===== src/rtl/tw_rom_seq_ctrl.sv =====
// Twiddle-ROM sequencer for the R16 FFT: stage-0 table load bursts, then per-stage ROM read sweeps.
// Defining TW_SEQ_PERF_EN adds the stall_cycles back-pressure counter output.
module tw_rom_seq_ctrl #(
    parameter int SC_WIDTH      = 3,
    parameter int S_WIDTH       = 4,
    parameter int horizontal_DW = 64,
    parameter int LOAD_WORDS    = 4,
    parameter int STAGE_NUM     = 3,
    parameter int STAGE_LEN     = 256,
    parameter int CNT_WIDTH     = 9,
    parameter int GAP           = 2
) (
    input  logic                     CLK,
    input  logic                     rst,
    input  logic                     start,
    input  logic                     load_en,
    input  logic                     row_valid,
    input  logic [horizontal_DW-1:0] row_data,
    output logic                     row_ready,
    input  logic                     stall,
    output logic [SC_WIDTH-1:0]      stage_counter,
    output logic                     CEN,
    output logic [S_WIDTH-1:0]       state,
    output logic [1:0]               ROM1_w,
    output logic [horizontal_DW-1:0] horizontal_row0_out,
    output logic [CNT_WIDTH-1:0]     rd_cnt,
    output logic                     busy,
    output logic                     done
`ifdef TW_SEQ_PERF_EN
    ,
    output logic [15:0]              stall_cycles
`endif
);

    // state    | meaning
    // IDLE     | wait for start          COLLECT  | fill hi/lo row buffer from host
    // BURST_HI | write hi rows, ROM1_w=1 BURST_LO | write lo rows, ROM1_w=2
    // RUN      | read sweep, more stages DRAIN    | CEN-high gap between stages
    // RUN_LAST | final read sweep        DONE     | one-cycle done pulse

    localparam int BUF_WORDS = 2 * LOAD_WORDS;
    localparam int IDX_W     = $clog2(BUF_WORDS);
    localparam int GAP_W     = (GAP > 1) ? $clog2(GAP) : 1;

    localparam logic [CNT_WIDTH-1:0] LEN_TC      = CNT_WIDTH'(STAGE_LEN);
    localparam logic [SC_WIDTH-1:0]  LAST_STAGE  = SC_WIDTH'(STAGE_NUM - 1);
    localparam logic [IDX_W-1:0]     IDX_LAST    = IDX_W'(BUF_WORDS - 1);
    localparam logic [IDX_W-1:0]     IDX_HI_LAST = IDX_W'(LOAD_WORDS - 1);
    localparam logic [GAP_W-1:0]     GAP_INIT    = GAP_W'(GAP - 1);

    typedef enum logic [S_WIDTH-1:0] {
        ST_IDLE     = S_WIDTH'(0),
        ST_COLLECT  = S_WIDTH'(1),
        ST_BURST_HI = S_WIDTH'(2),
        ST_BURST_LO = S_WIDTH'(3),
        ST_RUN      = S_WIDTH'(4),
        ST_DRAIN    = S_WIDTH'(5),
        ST_RUN_LAST = S_WIDTH'(6),
        ST_DONE     = S_WIDTH'(7)
    } st_t;

    st_t                     st;
    logic [IDX_W-1:0]        idx;
    logic [GAP_W-1:0]        gap_cnt;
    logic [SC_WIDTH-1:0]     sc_next;
    logic [horizontal_DW-1:0] row_buf [BUF_WORDS];

    assign state   = st;
    assign sc_next = stage_counter + SC_WIDTH'(1);

    // Buffer contents are don't-care after reset, so no reset branch here.
    always_ff @(posedge CLK) begin
        if (st == ST_COLLECT && row_valid && row_ready)
            row_buf[idx] <= row_data;
    end

    always_ff @(posedge CLK or posedge rst) begin
        if (rst) begin
            st                  <= ST_IDLE;
            idx                 <= '0;
            gap_cnt             <= '0;
            stage_counter       <= '0;
            CEN                 <= 1'b1;
            ROM1_w              <= 2'd0;
            horizontal_row0_out <= '0;
            rd_cnt              <= '0;
            row_ready           <= 1'b0;
            busy                <= 1'b0;
            done                <= 1'b0;
        end else begin
            done <= 1'b0;
            case (st)
                ST_IDLE: begin
                    if (start) begin
                        busy          <= 1'b1;
                        idx           <= '0;
                        stage_counter <= '0;
                        if (load_en) begin
                            st        <= ST_COLLECT;
                            row_ready <= 1'b1;
                            rd_cnt    <= '0;
                        end else begin
                            st     <= ST_RUN;
                            CEN    <= stall;
                            rd_cnt <= CNT_WIDTH'(!stall);
                        end
                    end
                end
                ST_COLLECT: begin
                    if (row_valid && row_ready) begin
                        if (idx == IDX_LAST) begin
                            row_ready           <= 1'b0;
                            st                  <= ST_BURST_HI;
                            idx                 <= '0;
                            ROM1_w              <= 2'd1;
                            horizontal_row0_out <= row_buf[0];
                        end else begin
                            idx <= idx + IDX_W'(1);
                        end
                    end
                end
                // The two bursts run back to back so the ROM's row index never slips.
                ST_BURST_HI, ST_BURST_LO: begin
                    if (idx == IDX_LAST) begin
                        ROM1_w              <= 2'd0;
                        horizontal_row0_out <= '0;
                        idx                 <= '0;
                        stage_counter       <= '0;
                        st                  <= ST_RUN;
                        CEN                 <= stall;
                        rd_cnt              <= CNT_WIDTH'(!stall);
                    end else begin
                        idx                 <= idx + IDX_W'(1);
                        horizontal_row0_out <= row_buf[idx + IDX_W'(1)];
                        if (idx == IDX_HI_LAST) begin
                            st     <= ST_BURST_LO;
                            ROM1_w <= 2'd2;
                        end
                    end
                end
                ST_RUN, ST_RUN_LAST: begin
                    if (rd_cnt == LEN_TC) begin
                        CEN    <= 1'b1;
                        rd_cnt <= '0;
                        if (st == ST_RUN) begin
                            st      <= ST_DRAIN;
                            gap_cnt <= GAP_INIT;
                        end else begin
                            st   <= ST_DONE;
                            done <= 1'b1;
                        end
                    end else if (stall) begin
                        CEN <= 1'b1;
                    end else begin
                        CEN    <= 1'b0;
                        rd_cnt <= rd_cnt + CNT_WIDTH'(1);
                    end
                end
                ST_DRAIN: begin
                    if (gap_cnt == '0) begin
                        stage_counter <= sc_next;
                        st            <= (sc_next == LAST_STAGE) ? ST_RUN_LAST : ST_RUN;
                        CEN           <= stall;
                        rd_cnt        <= CNT_WIDTH'(!stall);
                    end else begin
                        gap_cnt <= gap_cnt - GAP_W'(1);
                    end
                end
                ST_DONE: begin
                    busy          <= 1'b0;
                    stage_counter <= '0;
                    st            <= ST_IDLE;
                end
                default: st <= ST_IDLE;
            endcase
        end
    end

`ifdef TW_SEQ_PERF_EN
    always_ff @(posedge CLK or posedge rst) begin
        if (rst)
            stall_cycles <= '0;
        else if (st == ST_IDLE && start)
            stall_cycles <= '0;
        else if ((st == ST_RUN || st == ST_RUN_LAST) && stall && stall_cycles != 16'hFFFF)
            stall_cycles <= stall_cycles + 16'd1;
    end
`endif

endmodule


===== config.mk =====
export PLATFORM = sky130hd
export DESIGN_NAME = tw_rom_seq_ctrl
export DESIGN_NICKNAME = d
export VERILOG_FILES = /design/src/rtl/tw_rom_seq_ctrl.sv
export SDC_FILE = /design/constraint.sdc
export NUM_CORES = 1
export LEC_CHECK = 0
export ABC_AREA = 1
export CAP_MARGIN = 30
export CORE_UTILIZATION = 54
export DETAILED_ROUTE_END_ITERATION = 10
export GPL_ROUTABILITY_DRIVEN = 0
export HOLD_SLACK_MARGIN = 0.03
export PLACE_DENSITY_LB_ADDON = 0.12
export REMOVE_ABC_BUFFERS = 1
export SETUP_SLACK_MARGIN = 0.5
export SLEW_MARGIN = 20
export SYNTH_ARGS = -nofsm -noshare
export SYNTH_HDL_FRONTEND = slang
export SYNTH_SLANG_ARGS = --single-unit

===== constraint.sdc =====
create_clock -name CLK -period 6 [get_ports CLK]
set_clock_uncertainty 0.05 [all_clocks]
set_input_delay 1.2 -clock CLK [delete_from_list [all_inputs] [get_ports CLK]]
set_output_delay 1.2 -clock CLK [all_outputs]
set_load 0.1 [all_outputs]

======== Yosys cells after proc, flatten, opt, wreduce, memory -nomap -nowiden ========
Memory sizes are Yosys's and may differ from the RTL's.
Index checks and enable logic that the tools add are counted.
word-level totals
  register bits ........................... 90
  bits in latches ......................... 0
  bits in writable memories ............... 512
  bits in read-only memories .............. 0
  output and inout bits ................... 86
  word-level logic and storage cells ...... 119
  memories kept ........................... 1
cells by class
  $add $sub $neg .......................... 4
  $mul .................................... 0
  divide/modulo/power cells ............... 0
  order comparisons ....................... 0
  equal/unequal tests ..................... 22
  shift operators ......................... 0
  multiplexer cells ....................... 57
  bitwise gates (word level) .............. 0
  reductions and logical operators ........ 24
memory list
  memory   depth  width  read ports  clocked after Yosys merged registers in  write ports  line  source
  row_buf  8      64     2           0                                        1            66    logic [horizontal_DW-1:0] row_buf [BUF_WORDS];
operators with widths
  kind                   count
  $mux W64               3
  $pmux W64 S2           1
  $mux W9                5
  $pmux W9 S4            1
  $mux W4                7
  $mux W1                20
  $pmux W4 S5            1
  $mux W3                6
  $eq A4 B3 Y1 const B   4
  $reduce_and A5 Y1      3
  $ne A2 B2 Y1 const B   7
  $mux W2                6
  $pmux W3 S4            1
  $add A9 B1 Y9 const B  1
  $eq A9 B9 Y1 const B   1
  $pmux W3 S3            1
  $reduce_and A3 Y1      3
  $eq A4 B2 Y1 const B   2
  $reduce_and A4 Y1      2
  $reduce_bool A2 Y1     4
  $reduce_bool A4 Y1     2
  $add A3 B1 Y3 const B  2
  $eq A3 B2 Y1 const B   2
  $ne A3 B3 Y1 const B   2
  14 further kinds       20

======== Longest topological paths before layout ========
Gate-level depths: netlist of the first run.
  word-level depth ........................ 5
  gate-level depth with buffers ........... 12
  gate-level depth less buffers ........... 10

======== Worst setup path before layout of the first run ========
No wires, ideal clock.
  path type ............................... input port to flip-flop
  start point ............................. in row_valid
  end point ............................... mem row_buf[4][0] (enable)
  setup time .............................. 565 ps
  arrival time ............................ 5887 ps
  data required time ...................... 5385 ps
  setup slack ............................. -502 ps
  stages on the path ...................... 4
  path through ............................ nand2_1 -> nor2_2 -> nand2_1 -> nor3_1
between the ends
  word-level cells in the longest chain between the ends .. 4
RTL lines
  element                            line  source
  from (decl)                        17    input logic row_valid,
  $logic_and A1 B1 Y1 (2 in series)  73    if (st == ST_COLLECT && row_valid && row_ready)
  $mux W1                            73
  $mux W1 (implied by the code)      74    row_buf[idx] <= row_data;
  to (decl)                          66
Every way passes these cells.

======== Final worst setup path of the first run ========
  start point ............................. reg st[2] (netlist: state[2])
  end point ............................... out state[2]
RTL lines
  element                 line  source
  from (decl)             62    st_t st;
  from (signal assigned)  162   st <= (sc_next == LAST_STAGE) ? ST_RUN_LAST : ST_RUN;
  to (decl)               23    output logic [S_WIDTH-1:0] state,
No word-level cell between the ends.

==> reports/qor.csv, run 1 <==
stage,metric,value,unit
run_status,outcome,"complete, no violations",
layout,most frequent cells in the layout,"edfxtp_1, nand2_1, nor2_1, inv_1, nand3_1",
clock_tree,Max Root-Sink Buffers,3,
worst_setup_path,arrival time worst endpoint,2.45,ns
power_and_ir_drop,Tot Pwr,14.1,mW
routing,met2 wire length,27500,µm
power_and_ir_drop,Clock power frac,0.252,
placed_design,Placed Cells,2937,
hold_path,worst hold-check path type,register to register,
routing,Top Layer Used,met5,
routing,vias per inst,5.46,
grt,first-pass GRT wire length,90200,µm
worst_setup_path,nature of the critical path endpoint,primary output,
power_and_ir_drop,internal power,8.35,mW
timing,Final WS setup,2.30,ns
layout,Finished Core Util,0.639,
power_and_ir_drop,Pwr Density,482,nW/µm²
grt,global route total overflow,0,
clock_tree,hold buffers post-CTS,0,
layout,Fill cells,3527,
job,Max Cap Viol,0,
clock_tree,CTS H-tree lvls,2,
placed_design,Area after DPL,27300,µm²
timing,Max-slew headroom,0.0860,
timing,setup violators final,0,
layout,Post-Layout Cell Count,3054,
synthesis,Post-Syn Area per Cell,11.1,µm²
timing,Final Max Tran Viols,0,
clock_tree,CTS sink cnt,601,
routing,Avg WL per Cell,18.7,µm
timing,RSZ-0062 raised after global routing,false,
timing,"Hold Violations, Final",0,
clock_tree,CTS tree,built,
power_and_ir_drop,P_leak,11.1,nW
routing,M1 WL,25100,µm
synthesis,synthesized flop and latch total,601,
power_and_ir_drop,Psw,5.75,mW
die,core area,45800,µm²
die,num ports,156,
placed_design,Final HPWL DP,29700,µm
timing,final worst path period share,0.617,
layout,Final Cell Area,29200,µm²
routing,final wirelength,57100,µm
routing,met3 wire len,3230,µm
clock_tree,setup bufs post-CTS,0,
power_and_ir_drop,VDD IR max,0.000424,V
worst_setup_path,slowest CP cell,clkdlybuf4s50_1,
routing,drt drc,0,
clock_tree,"CTS clk-pin slew, worst paths",0.06,ns
clock_tree,CTS Buf Count,59,
synthesis,Synth async-reset ratio,0.148,
synthesis,synth unique cells,35,
synthesis,top post-synthesis cells by area,"edfxtp_1, dfrtp_1, nand2_1, nor2_1, nand3_1",
die,Die X,218,µm
synthesis,share of the synthesized area in the top cell type,0.608,
layout,Final Net Count,2479,
routing,Final ANT Viol Nets,0,
routing,DR pass1 iterations,5,
worst_setup_path,worst-path cell chain,clkdlybuf4s50_1,
worst_setup_path,Bufs and invs on worst path,1,
worst_setup_path,Worst Path Max Fanout,10,
layout,"commonest non-fill, non-tap cell in the layout",edfxtp_1,
synthesis,sequential share of the synthesized area,0.696,
grt,largest net degree at the start of global routing,234,
grt,vias in the first global route,16342,
placed_design,pre-CTS setup slack,2.35,ns
layout,share of post-route cells with drive strength above 1,0.0706,
die,# rows,78,
clock_tree,clk_lat worst skew,0.60,ns
placed_design,port bufs,154,
worst_setup_path,Setup CP Type,register to primary output,
synthesis,Main synth FF type,edfxtp_1,
timing,worst slew pin tran,1.37,ns
grt,GRT Overall Usage,0.245,
synthesis,Post-synth EDFFs,512,
power_and_ir_drop,Sequential Power Share,0.368,
timing,total negative setup slack,0,ns
clock_tree,Root Driver,clkbuf_16,
worst_setup_path,Worst EP required,4.75,ns
grt,initial antenna violation count,3,
die,Die Ht,218,µm
worst_setup_path,CP top delay family,buffers and inverters,
timing,hold slack,0.434,ns
synthesis,Synth area leader,edfxtp_1,
die,effective utilization at floorplan,0.553,
worst_setup_path,crit-path max cell delay,1.22,ns
timing,Tmin final,3.70,ns
die,die area,47700,µm²
routing,first-iteration detailed-routing DRC count,1532,
synthesis,Post-Syn Instances,2281,
timing,Max Clk Rate,270,MHz
power_and_ir_drop,Switching Fraction,0.408,
synthesis,Mapped Area,25300,µm²
layout,Syn-to-layout area delta,15.5,%
synthesis,YS warnings,0,
worst_setup_path,Startpoint Class,register,
power_and_ir_drop,logic gate share of total power,0.381,
clock_tree,cts repair resizes,0,
routing,routed vias,16664,
## power by group through the flow
stage | logic [mW] | registers (mW) | clock network, mW
2_1_floorplan | 2.34 | 6.85 | 0
3_3_place_gp | 5.17 | 5.26 | 0
3_5_place_dp | 5.36 | 5.26 | 0
4_1_cts | 5.38 | 5.18 | 3.60
5_1_grt | 5.82 | 5.22 | 3.77
6_report | 5.37 | 5.18 | 3.55
## synthesized netlist by cell type (19+ instances only)
library cell and n:
a21oi_1 30, o211ai_1 81, dfrtp_1 88, nand2_1 424, o21ai_1 72, edfxtp_1 512, nor2_1 325, clkbuf_1 30
buf_6 19, buf_2 55, o21ai_0 99, nand3_1 209, inv_1 234, a21oi_2 20
## cells by family (layout without fill, tap and decap cells)
| group | Yosys count | in the layout | synth area share |
|---|---|---|---|
| flip-flops | 601 | 601 | 0.696 |
| adder cells (fa/ha/maj) | 7 | 7 | 0.00346 |
| buffers and inverters | 366 | 536 | 0.0652 |
| other | 1 | 4 | 0.000148 |
| AO/OA/AOI/OAI | 308 | 308 | 0.0728 |
| AND/OR/NAND/NOR | 996 | 996 | 0.162 |
| XOR/XNOR | 2 | 2 | 0.000692 |
## registers in the layout (all words and copies together) (netlist names)
| register | count |
|---|---|
| row_buf | 512 |
| horizontal_row0_out | 64 |
| rd_cnt | 9 |
| idx | 3 |
| stage_counter | 3 |
| state | 3 |
| ROM1_w | 2 |
| CEN | 1 |
| busy | 1 |
| done | 1 |
| gap_cnt | 1 |
| row_ready | 1 |
## path summary, 6_finish.rpt
path | startpoint | end | slack (ns) | cells past startpoint
setup / recovery | state[2] | state[2] | 2.30 | 1
hold / removal | CEN | CEN | 0.43 | 2
setup reg to reg | idx[0] | horizontal_row0_out[8] | 2.78 | 6
hold reg to reg | CEN | CEN | 0.43 | 2
max in group asynchronous | rst | horizontal_row0_out[28] | 3.70 | 3
min in group asynchronous | rst | horizontal_row0_out[43] | 1.06 | 2
## cell type report
| class | instances | area, µm² | area share |
|---|---|---|---|
| flip-flops and latches | 601 | 17600 | 0.602 |
| clock buffers | 83 | 1600 | 0.0546 |
| inverters | 241 | 921 | 0.0315 |
| repair buffers | 185 | 1990 | 0.0681 |
| well taps | 600 | 751 | 0.0257 |
| multi-input cells | 1314 | 6120 | 0.209 |
| diodes | 3 | 7.51 | 0.000257 |
| clock inverters | 27 | 235 | 0.00805 |
## per-layer routing
layer	vias to the layer above	GRT usage
li1	7966	-
met1	8139	0.341
met2	458	0.399
met3	99	0.0342
met4	2	0.0795
met5	-	0
No activity file was read; power rests on OpenSTA's default activity.
==> run 2, diff against run 1 <==
Clock period 6 ns to 3.2 ns, I/O delays scaled along.
==> run 2 against run 1 <==
  * Worst hold slack worse by 0.059 ns
  * Register-to-register slack worse by 2.0 ns
  * Sequential power is 86% higher
  * Flip-flop and latch count stayed put
  * Wire length is 0.31% lower
  * Design area hardly changed
  * First-iteration DRC count is 0.26% lower
==> reports/qor.csv, run 2 (synthesis gave the netlist of run 1 again) <==
stage,metric,value,unit
run_status,outcome,"complete, no violations",
timing,Max-slew headroom,0.439,
clock_tree,CTS Buf Count,61,
worst_setup_path,arrival time worst endpoint,2.66,ns
clock_tree,setup bufs post-CTS,0,
grt,vias in the first global route,16194,
routing,Avg WL per Cell,18.6,µm
die,num ports,156,
timing,total negative setup slack,0,ns
routing,routed vias,16702,
routing,DR pass1 iterations,5,
worst_setup_path,Startpoint Class,register,
timing,Tmin final,2.45,ns
clock_tree,Root Driver,clkbuf_16,
clock_tree,CTS tree,built,
layout,max reg flops,512,
routing,first-iteration detailed-routing DRC count,1528,
timing,RSZ-0062 raised after global routing,false,
clock_tree,CTS sink cnt,601,
grt,global route total overflow,0,
grt,first-pass GRT wire length,89100,µm
timing,Max Clk Rate,408,MHz
power_and_ir_drop,Tot Pwr,26.5,mW
routing,final wirelength,56900,µm
worst_setup_path,Worst Path Max Fanout,156,
placed_design,port bufs,154,
power_and_ir_drop,internal power,15.7,mW
clock_tree,cts repair resizes,0,
layout,Antenna diodes,0,
power_and_ir_drop,logic gate share of total power,0.376,
layout,Finished Core Util,0.638,
clock_tree,CTS H-tree lvls,2,
layout,most frequent cells in the layout,"edfxtp_1, nand2_1, nor2_1, inv_1, nand3_1",
timing,Final Max Tran Viols,0,
clock_tree,"CTS clk-pin slew, worst paths",0.06,ns
layout,"commonest non-fill, non-tap cell in the layout",edfxtp_1,
routing,Final ANT Viol Nets,0,
timing,Final WS setup,0.747,ns
layout,Final Cell Area,29200,µm²
power_and_ir_drop,VDD IR max,0.000970,V
grt,initial antenna violation count,1,
timing,final worst path period share,0.767,
die,Die X,218,µm
power_and_ir_drop,Switching Fraction,0.407,
worst_setup_path,Worst EP required,3.41,ns
die,# rows,78,
worst_setup_path,Setup CP Type,register to register,
clock_tree,clk_lat worst skew,0.62,ns
timing,worst slew pin tran,0.842,ns
power_and_ir_drop,P_leak,11.3,nW
layout,Syn-to-layout area delta,15.4,%
timing,setup violators final,0,
power_and_ir_drop,Sequential Power Share,0.364,
routing,vias per inst,5.45,
grt,GRT Overall Usage,0.242,
job,Max Cap Viol,0,
layout,Regs by FF count,"row_buf: 512 flops, horizontal_row0_out: 64 flops, rd_cnt: 9 flops",
die,die area,47700,µm²
hold_path,worst hold-check path type,input port to async pin,
layout,Final Net Count,2488,
power_and_ir_drop,Clock power frac,0.260,
placed_design,pre-CTS setup slack,0.462,ns
power_and_ir_drop,Pwr Density,907,nW/µm²
layout,share of post-route cells with drive strength above 1,0.108,
clock_tree,Max Root-Sink Buffers,3,
die,core area,45800,µm²
clock_tree,hold buffers post-CTS,0,
layout,Biggest register,row_buf,
placed_design,Area after DPL,27200,µm²
worst_setup_path,nature of the critical path endpoint,register,
grt,largest net degree at the start of global routing,169,
placed_design,Final HPWL DP,31600,µm
routing,drt drc,0,
die,Die Ht,218,µm
die,effective utilization at floorplan,0.553,
power_and_ir_drop,Psw,10.8,mW
timing,"Hold Violations, Final",0,
run 2: cell count changes in the layout (fill, tap and decap cells not counted), sizes merged:
cell	previous run	this run
inv	241	239
clkinv	21	23
clkdlybuf4s50	154	69
clkbuf	83	89
buf	31	123
clkinvlp	2	1
diode	3	0
run 2: power groups by stage:
stage	logic, mW	registers (mW)	clock network [mW]
after floorplan	4.39	12.9	0
after global placement	9.79	9.79	0
after detailed placement	9.95	9.80	0
after CTS	9.99	9.65	6.99
after global routing	10.8	9.71	7.27
final	9.96	9.64	6.88
run 2: final cells by class:
type | instances | area [µm²]
Multi-Input combinational cell | 1314 | 6120
Clock buffer | 89 | 1710
Timing Repair Buffer | 192 | 1860
Tap cell | 600 | 751
Clock inverter | 26 | 231
Fill cell | 3508 | 16600
Sequential cell | 601 | 17600
Inverter | 241 | 921
run 2: routing by layer:
layer  global-route usage  up-vias  wire length (µm)
met4               0.0797        2              1310
met5                    0        -                13
met2                0.396      459             27500
met3               0.0351       84              3000
li1                     -     7977                 -
met1                0.334     8180             25000
run 2: path summary, 6_finish.rpt:
kind / startpoint / endpoint / slack [ns] / cells after the start
max: idx[0] / row_buf[3][46] / 0.75 / 4
min: rst / horizontal_row0_out[29] / 0.37 / 2
max reg2reg: idx[0] / row_buf[3][46] / 0.75 / 4
min reg2reg: CEN / CEN / 0.45 / 2
max in group asynchronous: rst / horizontal_row0_out[24] / 2.02 / 3
min in group CLK: CEN / CEN / 0.45 / 2
run 2: critical path, stage by stage, from the launching register on:
cell     delay [ns]
dfrtp_4        0.50
buf_12         0.44
nand2_1        0.28
nor3_2         0.27
buf_4          0.41
run 2: per-stage QoR:
stage | hold WS (ns) | instances
finish | 0.374 | 3063
detailed placement | 0.434 | 2947
global placement | 0.429 | 2947
floorplan | 0.422 | 2156
global route | 0.409 | 3063
CTS | 0.363 | 3062
==> run 3, diff against run 2 <==
Settings changed: CORE_UTILIZATION 54 to 59.
Clock period 3.2 ns to 2.4 ns, I/O delays scaled along.
==> run 3 against run 2 <==
  * Clock power is 43% higher
  * Largest power group unchanged
  * First-iteration DRC count is 47% higher
  * Non-clock buffer count is 137 higher
  * Combinational power is 83% higher
  * Sequential power is 33% higher
  * Clock-buffer cell count is 7 lower
==> reports/qor.csv, run 3 (synthesis gave the netlist of run 1 again) <==
stage,metric,value,unit
grt,GRT Overall Usage,0.290,
clock_tree,Max Root-Sink Buffers,3,
timing,Tmin final,2.09,ns
worst_setup_path,Worst Path Max Fanout,8,
die,effective utilization at floorplan,0.600,
grt,vias in the first global route,17259,
worst_setup_path,crit-path max cell delay,0.51,ns
worst_setup_path,Bufs and invs on worst path,4,
worst_setup_path,critical path's most frequent cell,buf_12,
routing,routed vias,18551,
layout,"commonest non-fill, non-tap cell in the layout",edfxtp_1,
routing,vias per inst,5.91,
clock_tree,CTS H-tree lvls,2,
placed_design,pre-CTS setup slack,-0.124,ns
worst_setup_path,worst-path cell chain,ha_4 -> buf_6 -> buf_12 -> buf_12 -> clkbuf_16 -> nor2_1 -> o21ai_1 -> o211ai_1 -> nand3_1 -> nand2_1,
grt,initial antenna violation count,0,
grt,largest net degree at the start of global routing,72,
layout,share of post-route cells with drive strength above 1,0.204,
layout,Fill cells,2388,
placed_design,Final HPWL DP,35500,µm
die,Die X,209,µm
hold_path,worst hold-check path type,input port to async pin,
timing,setup violators final,0,
routing,DR pass1 iterations,5,
timing,worst slew pin tran,0.555,ns
timing,Final Max Tran Viols,0,
power_and_ir_drop,Tot Pwr,40.8,mW
die,core area,42100,µm²
layout,max reg flops,512,
worst_setup_path,nature of the critical path endpoint,register,
power_and_ir_drop,VDD IR max,0.00101,V
routing,Avg WL per Cell,22.4,µm
routing,first-iteration detailed-routing DRC count,2239,
timing,final worst path period share,0.870,
routing,drt drc,0,
worst_setup_path,Worst EP required,2.92,ns
timing,Final WS setup,0.312,ns
die,# rows,75,
die,die area,43700,µm²
timing,"Hold Violations, Final",0,
timing,Max Clk Rate,479,MHz
worst_setup_path,slowest CP cell,dfrtp_4,
routing,final wirelength,70200,µm
clock_tree,Root Driver,clkbuf_16,
clock_tree,CTS tree,built,
grt,first-pass GRT wire length,97100,µm
layout,Syn-to-layout area delta,28.2,%
worst_setup_path,Startpoint Class,register,
timing,total negative setup slack,0,ns
job,Max Cap Viol,0,
die,num ports,156,
timing,RSZ-0062 raised after global routing,true,
layout,Regs by FF count,"row_buf: 512 flops, horizontal_row0_out: 64 flops, rd_cnt: 9 flops",
timing,hold slack,0.190,ns
layout,Finished Core Util,0.770,
power_and_ir_drop,Pwr Density,1260,nW/µm²
clock_tree,CTS sink cnt,601,
layout,Antenna diodes,0,
run_status,outcome,"complete, no violations",
clock_tree,CTS Buf Count,61,
grt,global route total overflow,0,
layout,Final Net Count,2626,
routing,Final ANT Viol Nets,0,
die,Die Ht,209,µm
power_and_ir_drop,P_leak,12.7,nW
layout,Biggest register,row_buf,
worst_setup_path,Setup CP Type,register to register,
layout,most frequent cells in the layout,"edfxtp_1, nand2_1, nor2_1, inv_1, nand3_1",
placed_design,port bufs,154,
worst_setup_path,CP top delay family,buffers and inverters,
clock_tree,"CTS clk-pin slew, worst paths",0.06,ns
clock_tree,clk_lat worst skew,0.64,ns
worst_setup_path,arrival time worst endpoint,2.61,ns
timing,Max-slew headroom,0.630,
clock_tree,hold buffers post-CTS,0,
-- run 3: cell types whose count changed in the layout (fill, tap and decap cells not counted), moves of 18 or more --
cell / before / now
buf_12: 19 / 63
buf_6: 0 / 32
nand3_2: 1 / 23
o21ai_0: 99 / 62
nand3_1: 209 / 186
buf_16: 0 / 19
nor2_4: 1 / 22
clkbuf_16: 62 / 85
o21ai_2: 6 / 40
nor2_2: 7 / 25
nor2_1: 325 / 286
-- run 3: report_power, final --
group | internal [mW] | total [mW] | switching, mW
logic | 6.19 | 18.2 | 12.0
clock network | 5.74 | 9.84 | 4.10
registers | 12.3 | 12.8 | 0.525
-- run 3: metal layers --
| metal | GRT usage | part of all wire |
|---|---|---|
| met1 | 0.408 | 0.39 |
| met2 | 0.478 | 0.49 |
| met3 | 0.0386 | 0.095 |
| met4 | 0.0814 | 0.024 |
| met5 | 0 | 0 |
-- run 3: area by class of cell --
type,count,area (µm²),area share
timing repair inverter,1,8.76,0.000270
inverter,241,938,0.0289
clock inverter,34,404,0.0125
multi-input combinational,1314,6640,0.205
tap,539,674,0.0208
clock buffer,82,1700,0.0523
timing repair buffer,329,4470,0.138
sequential,601,17600,0.543
-- run 3: metrics by stage --
stage	area, µm²	std cells
floorplan	24600	2156
global placement	27800	2930
detailed placement	27800	2930
CTS	31100	3102
global route	32400	3141
finish	32400	3141
-- run 3: timing repair --
| item | in CTS | in global routing |
|---|---|---|
| pin swaps | 57 | 109 |
| buffers inserted | 39 | 9 |
| endpoints found under the setup margin | 591 | 418 |
| gates cloned | 17 | 30 |
| gates resized for setup | 112 | 167 |
-- run 3: worst reg2reg max path: cells and delay by family (launching register included) --
family / cells / cell delay [ns]
flops: 1 / 0.51
simple gates: 3 / 0.37
compound gates: 2 / 0.23
buf+inv: 4 / 0.59
fa+ha+maj: 1 / 0.29
-- run 3: worst paths after layout --
| path | startpoint | end | slack (ns) | depth (start not counted) |
|---|---|---|---|---|
| setup / recovery | idx[0] | horizontal_row0_out[24] | 0.31 | 10 |
| hold / removal | rst | horizontal_row0_out[6] | 0.19 | 2 |
| setup reg to reg | idx[0] | horizontal_row0_out[24] | 0.31 | 10 |
| hold reg to reg | busy | busy | 0.46 | 2 |
| max in group asynchronous | rst | CEN | 1.45 | 3 |
| min in group CLK | start | busy | 0.45 | 3 |
